<file path="config.mk">
export PLATFORM = sky130hd
export DESIGN_NAME = delay_m_flow_ctrl
export DESIGN_NICKNAME = d
export VERILOG_FILES = /design/src/rtl/delay_m_flow_ctrl.sv
export SDC_FILE = /design/constraint.sdc
export NUM_CORES = 1
export LEC_CHECK = 0
export CORE_ASPECT_RATIO = 0.8
export CORE_UTILIZATION = 33
export CTS_BUF_LIST = sky130_fd_sc_hd__clkbuf_2
export DETAILED_ROUTE_END_ITERATION = 7
export GPL_TIMING_DRIVEN = 0
export SYNTH_ARGS = -nofsm -noshare
export SYNTH_HDL_FRONTEND = slang
export SYNTH_SLANG_ARGS = --single-unit
export TNS_END_PERCENT = 20
</file>
<file path="constraint.sdc">
create_clock -name clk -period 2.54 [get_ports clk]
set_input_delay 0.762 -clock clk [delete_from_list [all_inputs] [get_ports clk]]
set_output_delay 0.762 -clock clk [all_outputs]
set_load 0.01 [all_outputs]
</file>
<file path="src/rtl/delay_m_flow_ctrl.sv">
// Valid/ready wrapper around a free-running delay_m matrix pipeline.
// Tags ride beside the pipeline; credits keep the output FIFO from overflowing.
module delay_m_flow_ctrl #(
  parameter int DELAY = 1,
  parameter int WIDTH = 1,
  parameter int R     = 1,
  parameter int C     = 1,
  parameter int DEPTH = 4,
  parameter int CW    = $clog2(DEPTH+1)
) (
  input  logic             clk,
  input  logic             rstn,
  input  logic             flush,
  input  logic             in_valid,
  output logic             in_ready,
  input  logic [WIDTH-1:0] in_data [R][C],
  output logic [WIDTH-1:0] pipe_a [R][C],
  input  logic [WIDTH-1:0] pipe_c [R][C],
  output logic             out_valid,
  input  logic             out_ready,
  output logic [WIDTH-1:0] out_data [R][C],
  output logic [CW-1:0]    inflight,
  output logic [CW-1:0]    occupancy,
  output logic             err
);

  localparam int PW = (DEPTH > 1) ? $clog2(DEPTH) : 1;

  logic [DELAY-1:0] tag;
  logic [CW-1:0]    credits;
  logic [CW-1:0]    inflight_q;
  logic [CW-1:0]    occ_q;
  logic [PW-1:0]    wptr;
  logic [PW-1:0]    rptr;
  logic [WIDTH-1:0] mem [DEPTH][R][C];
  logic             err_q;

  logic accept;
  logic push;
  logic pop;
  logic full;
  logic wr;

  assign in_ready  = (credits != '0) & ~flush;
  assign accept    = in_valid & in_ready;
  assign push      = tag[DELAY-1];
  assign out_valid = (occ_q != '0);
  assign pop       = out_valid & out_ready;
  assign full      = (occ_q == CW'(DEPTH));
  // A push into a full FIFO only lands if a pop frees the slot.
  assign wr        = push & (~full | pop) & ~flush;

  assign inflight  = inflight_q;
  assign occupancy = occ_q;
  assign err       = err_q;

  always_comb begin
    for (int r = 0; r < R; r++) begin
      for (int c = 0; c < C; c++) begin
        pipe_a[r][c]   = in_data[r][c];
        out_data[r][c] = out_valid ? mem[rptr][r][c] : '0;
      end
    end
  end

  always_ff @(posedge clk or negedge rstn) begin
    if (!rstn) begin
      tag <= '0;
    end else if (flush) begin
      tag <= '0;
    end else begin
      tag[0] <= accept;
      for (int i = 1; i < DELAY; i++) begin
        tag[i] <= tag[i-1];
      end
    end
  end

  always_ff @(posedge clk or negedge rstn) begin
    if (!rstn) begin
      credits    <= CW'(DEPTH);
      inflight_q <= '0;
      occ_q      <= '0;
      wptr       <= '0;
      rptr       <= '0;
    end else if (flush) begin
      credits    <= CW'(DEPTH);
      inflight_q <= '0;
      occ_q      <= '0;
      wptr       <= '0;
      rptr       <= '0;
    end else begin
      unique case ({accept, pop})
        2'b10:   credits <= credits - 1'b1;
        2'b01:   credits <= credits + 1'b1;
        default: credits <= credits;
      endcase
      unique case ({accept, push})
        2'b10:   inflight_q <= inflight_q + 1'b1;
        2'b01:   inflight_q <= inflight_q - 1'b1;
        default: inflight_q <= inflight_q;
      endcase
      unique case ({wr, pop})
        2'b10:   occ_q <= occ_q + 1'b1;
        2'b01:   occ_q <= occ_q - 1'b1;
        default: occ_q <= occ_q;
      endcase
      if (wr) begin
        wptr <= (wptr == PW'(DEPTH-1)) ? '0 : wptr + 1'b1;
      end
      if (pop) begin
        rptr <= (rptr == PW'(DEPTH-1)) ? '0 : rptr + 1'b1;
      end
    end
  end

  always_ff @(posedge clk or negedge rstn) begin
    if (!rstn) begin
      err_q <= 1'b0;
    end else if (push & full & ~pop & ~flush) begin
      err_q <= 1'b1;
    end
  end

  always_ff @(posedge clk) begin
    if (wr) begin
      mem[wptr] <= pipe_c;
    end
  end

endmodule

</file>
# [Word level (Yosys, flattened, before mapping)]
# Memories as Yosys holds them, arrays and structs flattened.
# Index checks and enable logic that the tools add are counted.
[totals] ramBits=4 mem_count=1 word_cells=60 ff_bits=15 in_bits=7
[op_classes] n_eq_ne=9 reduce_logical=7 mux=16 bitwise=12 add_sub_neg=8
[memory_table] memory="mem" words=4 word_bits=1 read_ports=1 rd_clocked_by_memory_dff=0 wr=1 line="35" rtl="logic [WIDTH-1:0] mem [DEPTH][R][C];"
[ops] operator="case mux 3 bit (2 select lines)" n=3
[ops] operator="nonzero test 3 bit" n=5
[ops] operator="2-to-1 mux 2 bit" n=6
[ops] operator="equality test 2 bit (second input constant)" n=5
[ops] operator="adder 3 x 1 -> 3 bit (second input constant)" n=3
[ops] operator="2-to-1 mux 3 bit" n=3
[ops] operator="subtractor 3 x 1 -> 3 bit (second input constant)" n=3
[ops] operator="AND 1 bit" n=8
[ops] operator="equality test 2 x 1 -> 1 bit (second input constant)" n=3
[ops] operator="adder 2 x 1 -> 2 bit (second input constant)" n=2
[ops] operator="2-to-1 mux 1 bit" n=4
[ops] operator="nonzero test 2 bit" n=2
[ops] operator="equality test 3 bit (second input constant)" n=1
[ops] operator="NOT 1 bit" n=3
[ops] operator="OR 1 bit" n=1

# [Depth between registers and ports, before layout]
[logic_depth] depth_word=8 depth_mapped=9 ltp_nobuf=7

# [Worst setup path before layout]
# OpenSTA, ideal clock, no wires.
[synth_timing] path_type="input port to flip-flop" start="input port flush" end="register inflight_q[2], in the netlist inflight[2]" cell_stages=9 arrival_ns=2.369 setup_slack_ns=0.047 n_path_buf=2 path_cell_list="clkbuf_1 -> inv_1 -> and3_4 -> buf_6 -> nor2b_1 -> fa_1 -> nor2b_1 -> mux2i_1 -> mux2_2"
[synth_via] elab_chain_len=6
[synth_rtl] element="start: declaration" line="13" rtl="input logic flush,"
[synth_rtl] element="NOT 1 bit" line="44" rtl="assign in_ready = (credits != '0) & ~flush;"
[synth_rtl] element="AND 1 bit" line="44"
[synth_rtl] element="AND 1 bit" line="45" rtl="assign accept = in_valid & in_ready;"
[synth_rtl] element="equality test 2 x 1 -> 1 bit or equality test 2 bit (tied branches)" line="98" rtl="unique case ({accept, push})"
[synth_rtl] element="case mux 3 bit (2 select lines)" line="98"
[synth_rtl] element="2-to-1 mux 3 bit" line="86" rtl="end else if (flush) begin"
[synth_rtl] element="end signal: assignment" line="99" rtl="2'b10: inflight_q <= inflight_q + 1'b1;"
[synth_rtl] element="end signal: assignment" line="100" rtl="2'b01: inflight_q <= inflight_q - 1'b1;"
[synth_rtl] element="end signal: assignment" line="101" rtl="default: inflight_q <= inflight_q;"
[synth_rtl] element="end: declaration" line="31" rtl="logic [CW-1:0] inflight_q;"
# Several ways; a longest one is shown, not always the timed one.
# A chain may end at the register's enable or synchronous reset.

# [Worst setup path after layout]
[layout_timing] start="input port in_valid" end="register inflight_q[2], in the netlist inflight[2]"
[layout_via] elab_chain_len=4
[layout_rtl] element="start: declaration" line="14" rtl="input logic in_valid,"
[layout_rtl] element="AND 1 bit (*)" line="45"
[layout_rtl] element="equality test 2 x 1 -> 1 bit or equality test 2 bit (tied branches)" line="98"
[layout_rtl] element="case mux 3 bit (2 select lines)" line="98"
[layout_rtl] element="2-to-1 mux 3 bit" line="86"
# Every way passes the cells marked *; elsewhere a longest branch is shown, timed or not.

==> results by group <==
Final layout
  • Commonest non-fill, non-tap cells in the layout: 17 x nor2_1, 14 x dfrtp_1, 12 x clkdlybuf4s50_1
  • Share of cells above drive strength 1: 0.175
  • Area Growth Syn to Fin: 21.0%
  • Antenna diodes: 0
  • FILL cells: 339
  • Final instance area: 0.00148 mm2
  • Nets: 152
  • Post-route core utilization: 0.424
  • Commonest non-fill, non-tap cell in the layout: nor2_1
  • Post-Layout Cell Count: 179

Clocking
  • H-tree depth: 1
  • Root Buffer: clkbuf_2
  • CTS tree: done
  • Clock sink count: 19
  • Clk buf depth: 2
  • Number of buffers created by CTS: 3
  • Clock latency on the worst-skew pair: 320 ps
  • Worst-path clk slew: 190 ps

Synth
  • Synth unique cells: 40
  • Area leader, netlist: dfrtp_1
  • Prevailing post-synth register cell: dfrtp_1
  • Top cells by area, synth: dfrtp_1 29%, edfxtp_1 9.8%, nor2_1 5.2%
  • Yosys warnings: 0
  • Post-Syn Area: 0.00122 mm2
  • Number of synthesized flops with an enable pin: 4
  • Sequential share of the synthesized area: 0.406
  • Top-area cell type share of the netlist area: 0.286
  • Ys async rst share: 0.789
  • Syn Area/Cell: 10.5 um2
  • Syn nets: 131
  • Mapped Cells: 117
  • Yosys reg bits: 19

Placed design
  • Placed cells: 174
  • Post-DP Area: 0.00143 mm2
  • Gpl congestion: 0.839
  • Pre-CTS setup slack: -260 ps
  • PortBufs: 15
  • DP HPWL: 1.74 mm

Setup path
  • WP data arrival: 2670 ps
  • Crit path launch type: primary input
  • Crit Path Class: in2reg
  • Largest fanout on the critical path: 6
  • Worst Setup End Kind: register
  • Critical Path RT: 2770 ps

Drt
  • Wire per inst: 13.1 um
  • Routed Antenna Nets: 0
  • Via-to-Cell Ratio: 4.92
  • Total wire length: 2.34 mm
  • DR vias: 880
  • Total iterations of the first detailed-routing run: 4
  • Initial DRC count: 29
  • # DRC: 0

Global route
  • Grt total ovfl: 0
  • Vias in the first global route: 953
  • Largest net degree at the start of global routing: 16
  • First-pass GRT wire length: 4.22 mm
  • Initial antenna violation count: 0
  • Total Routing Usage GR: 0.135

Outcome
  • Status: finished clean

Die
  • Die span in y: 56.5 um
  • Die ar.: 0.00396 mm2
  • Die width: 70.1 um
  • Top Ports: 18
  • Core footprint: 0.00349 mm2
  • Row cnt: 19
  • Starting density of the core: 0.350

Timing
  • Final period utilization: 0.962
  • Final Max Slew Viols: 0
  • RSZ-0062 raised after global routing: false
  • Post-Route Skew: 7.36 ps
  • Worst Slack Setup Final: 96.4 ps
  • Final setup vio count: 0
  • Worst Tran Pin Value: 703 ps
  • Fmax: 409 MHz
  • Rel. slew slack: 0.530
  • Setup TNS: 0 ps
  • Min cycle time layout: 2440 ps
  • Final Hold Viols: 0
  • Hold Slack: 504 ps

Power
  • Tot Pwr: 0.776 mW
  • Max IR drop VDD: 0.280 mV
  • Power Density: 524 mW/mm2
  • Static Leak: 0.651 nW

Job
  • MaxCap Viol Count: 0

Worst hold path
  • Hold crit path type: reg2reg
==> area by class of cell <==
type | instances | area [um2] | area share
Sequential cell | 19 | 497 | 0.336
Multi-Input combinational cell | 84 | 668 | 0.451
Clock inverter | 1 | 5.00 | 0.00338
Buffer | 8 | 57.6 | 0.0389
Inverter | 5 | 18.8 | 0.0127
Clock buffer | 3 | 15.0 | 0.0101
Timing Repair Buffer | 17 | 166 | 0.112
Tap cell | 42 | 52.6 | 0.0355
==> where the power goes <==
| group | total (mW) | switching, mW | internal [mW] |
|---|---|---|---|
| clock network | 0.135 | 0.0995 | 0.0357 |
| registers | 0.375 | 0.0300 | 0.345 |
| logic | 0.265 | 0.124 | 0.142 |
==> worst max-delay path: stages <==
cell             delay (ps)
clkdlybuf4s50_1         510
and3_4                  190
buf_6                   120
nor2b_1                  60
fa_1                    380
nor2b_1                 140
mux2i_1                 160
mux2_2                  350
==> repair_timing <==
action,in CTS,in global routing
hold buffers,0,0
setup buffers,2,0
cloned,0,0
resized for setup,8,7
endpoints found under the setup margin,3,2
==> registers in the layout, indices dropped and copies added, names as in the netlist <==
signal     flops
push           1
inflight       3
err            1
occupancy      3
wptr           2
rptr           2
credits        3
mem            4
==> path summary, 6_finish.rpt <==
check                             startpoint           end  slack, ps  cells after the start
max in group asynchronous               rstn   inflight[2]       1270                      1
worst max-delay path                in_valid   inflight[2]        100                      8
worst max register to register  occupancy[1]  occupancy[2]        350                      8
min in group asynchronous               rstn    credits[1]        830                      1
worst min-delay path                     err           err        500                      1
worst min register to register           err           err        500                      1
==> per-layer routing <==
layer,part of all wire,wire length [um],track usage,vias to the layer above
met1,0.48,1130,0.169,427
met4,0.0051,12,0.0400,0
met5,0,0,0,-
met3,0.039,92,0.0395,2
met2,0.47,1100,0.225,17
li1,-,-,-,434
==> cell usage after synthesis (all sizes together) (3+ instances only) <==
| cell type | n |
|---|---|
| o21ai | 3 |
| xor2 | 3 |
| inv | 5 |
| and2 | 6 |
| nor2 | 17 |
| fa | 3 |
| clkbuf | 7 |
| or3 | 3 |
| a21oi | 3 |
| mux2 | 4 |
| nor2b | 8 |
| edfxtp | 4 |
| dfrtp | 14 |
| mux2i | 5 |
| ha | 4 |
| xnor2 | 3 |
| nand2 | 4 |
==> cell families after synthesis <==
family / after synthesis / share of synthesized area
AO/OA/AOI/OAI: 16 / 0.0992
XOR/XNOR: 6 / 0.0552
adder cells (fa/ha/maj): 7 / 0.0900
buffers and inverters: 14 / 0.0522
flip-flops: 19 / 0.406
multiplexers: 10 / 0.0961
AND/OR/NAND/NOR: 45 / 0.201
No activity file was read; power rests on OpenSTA's default activity.
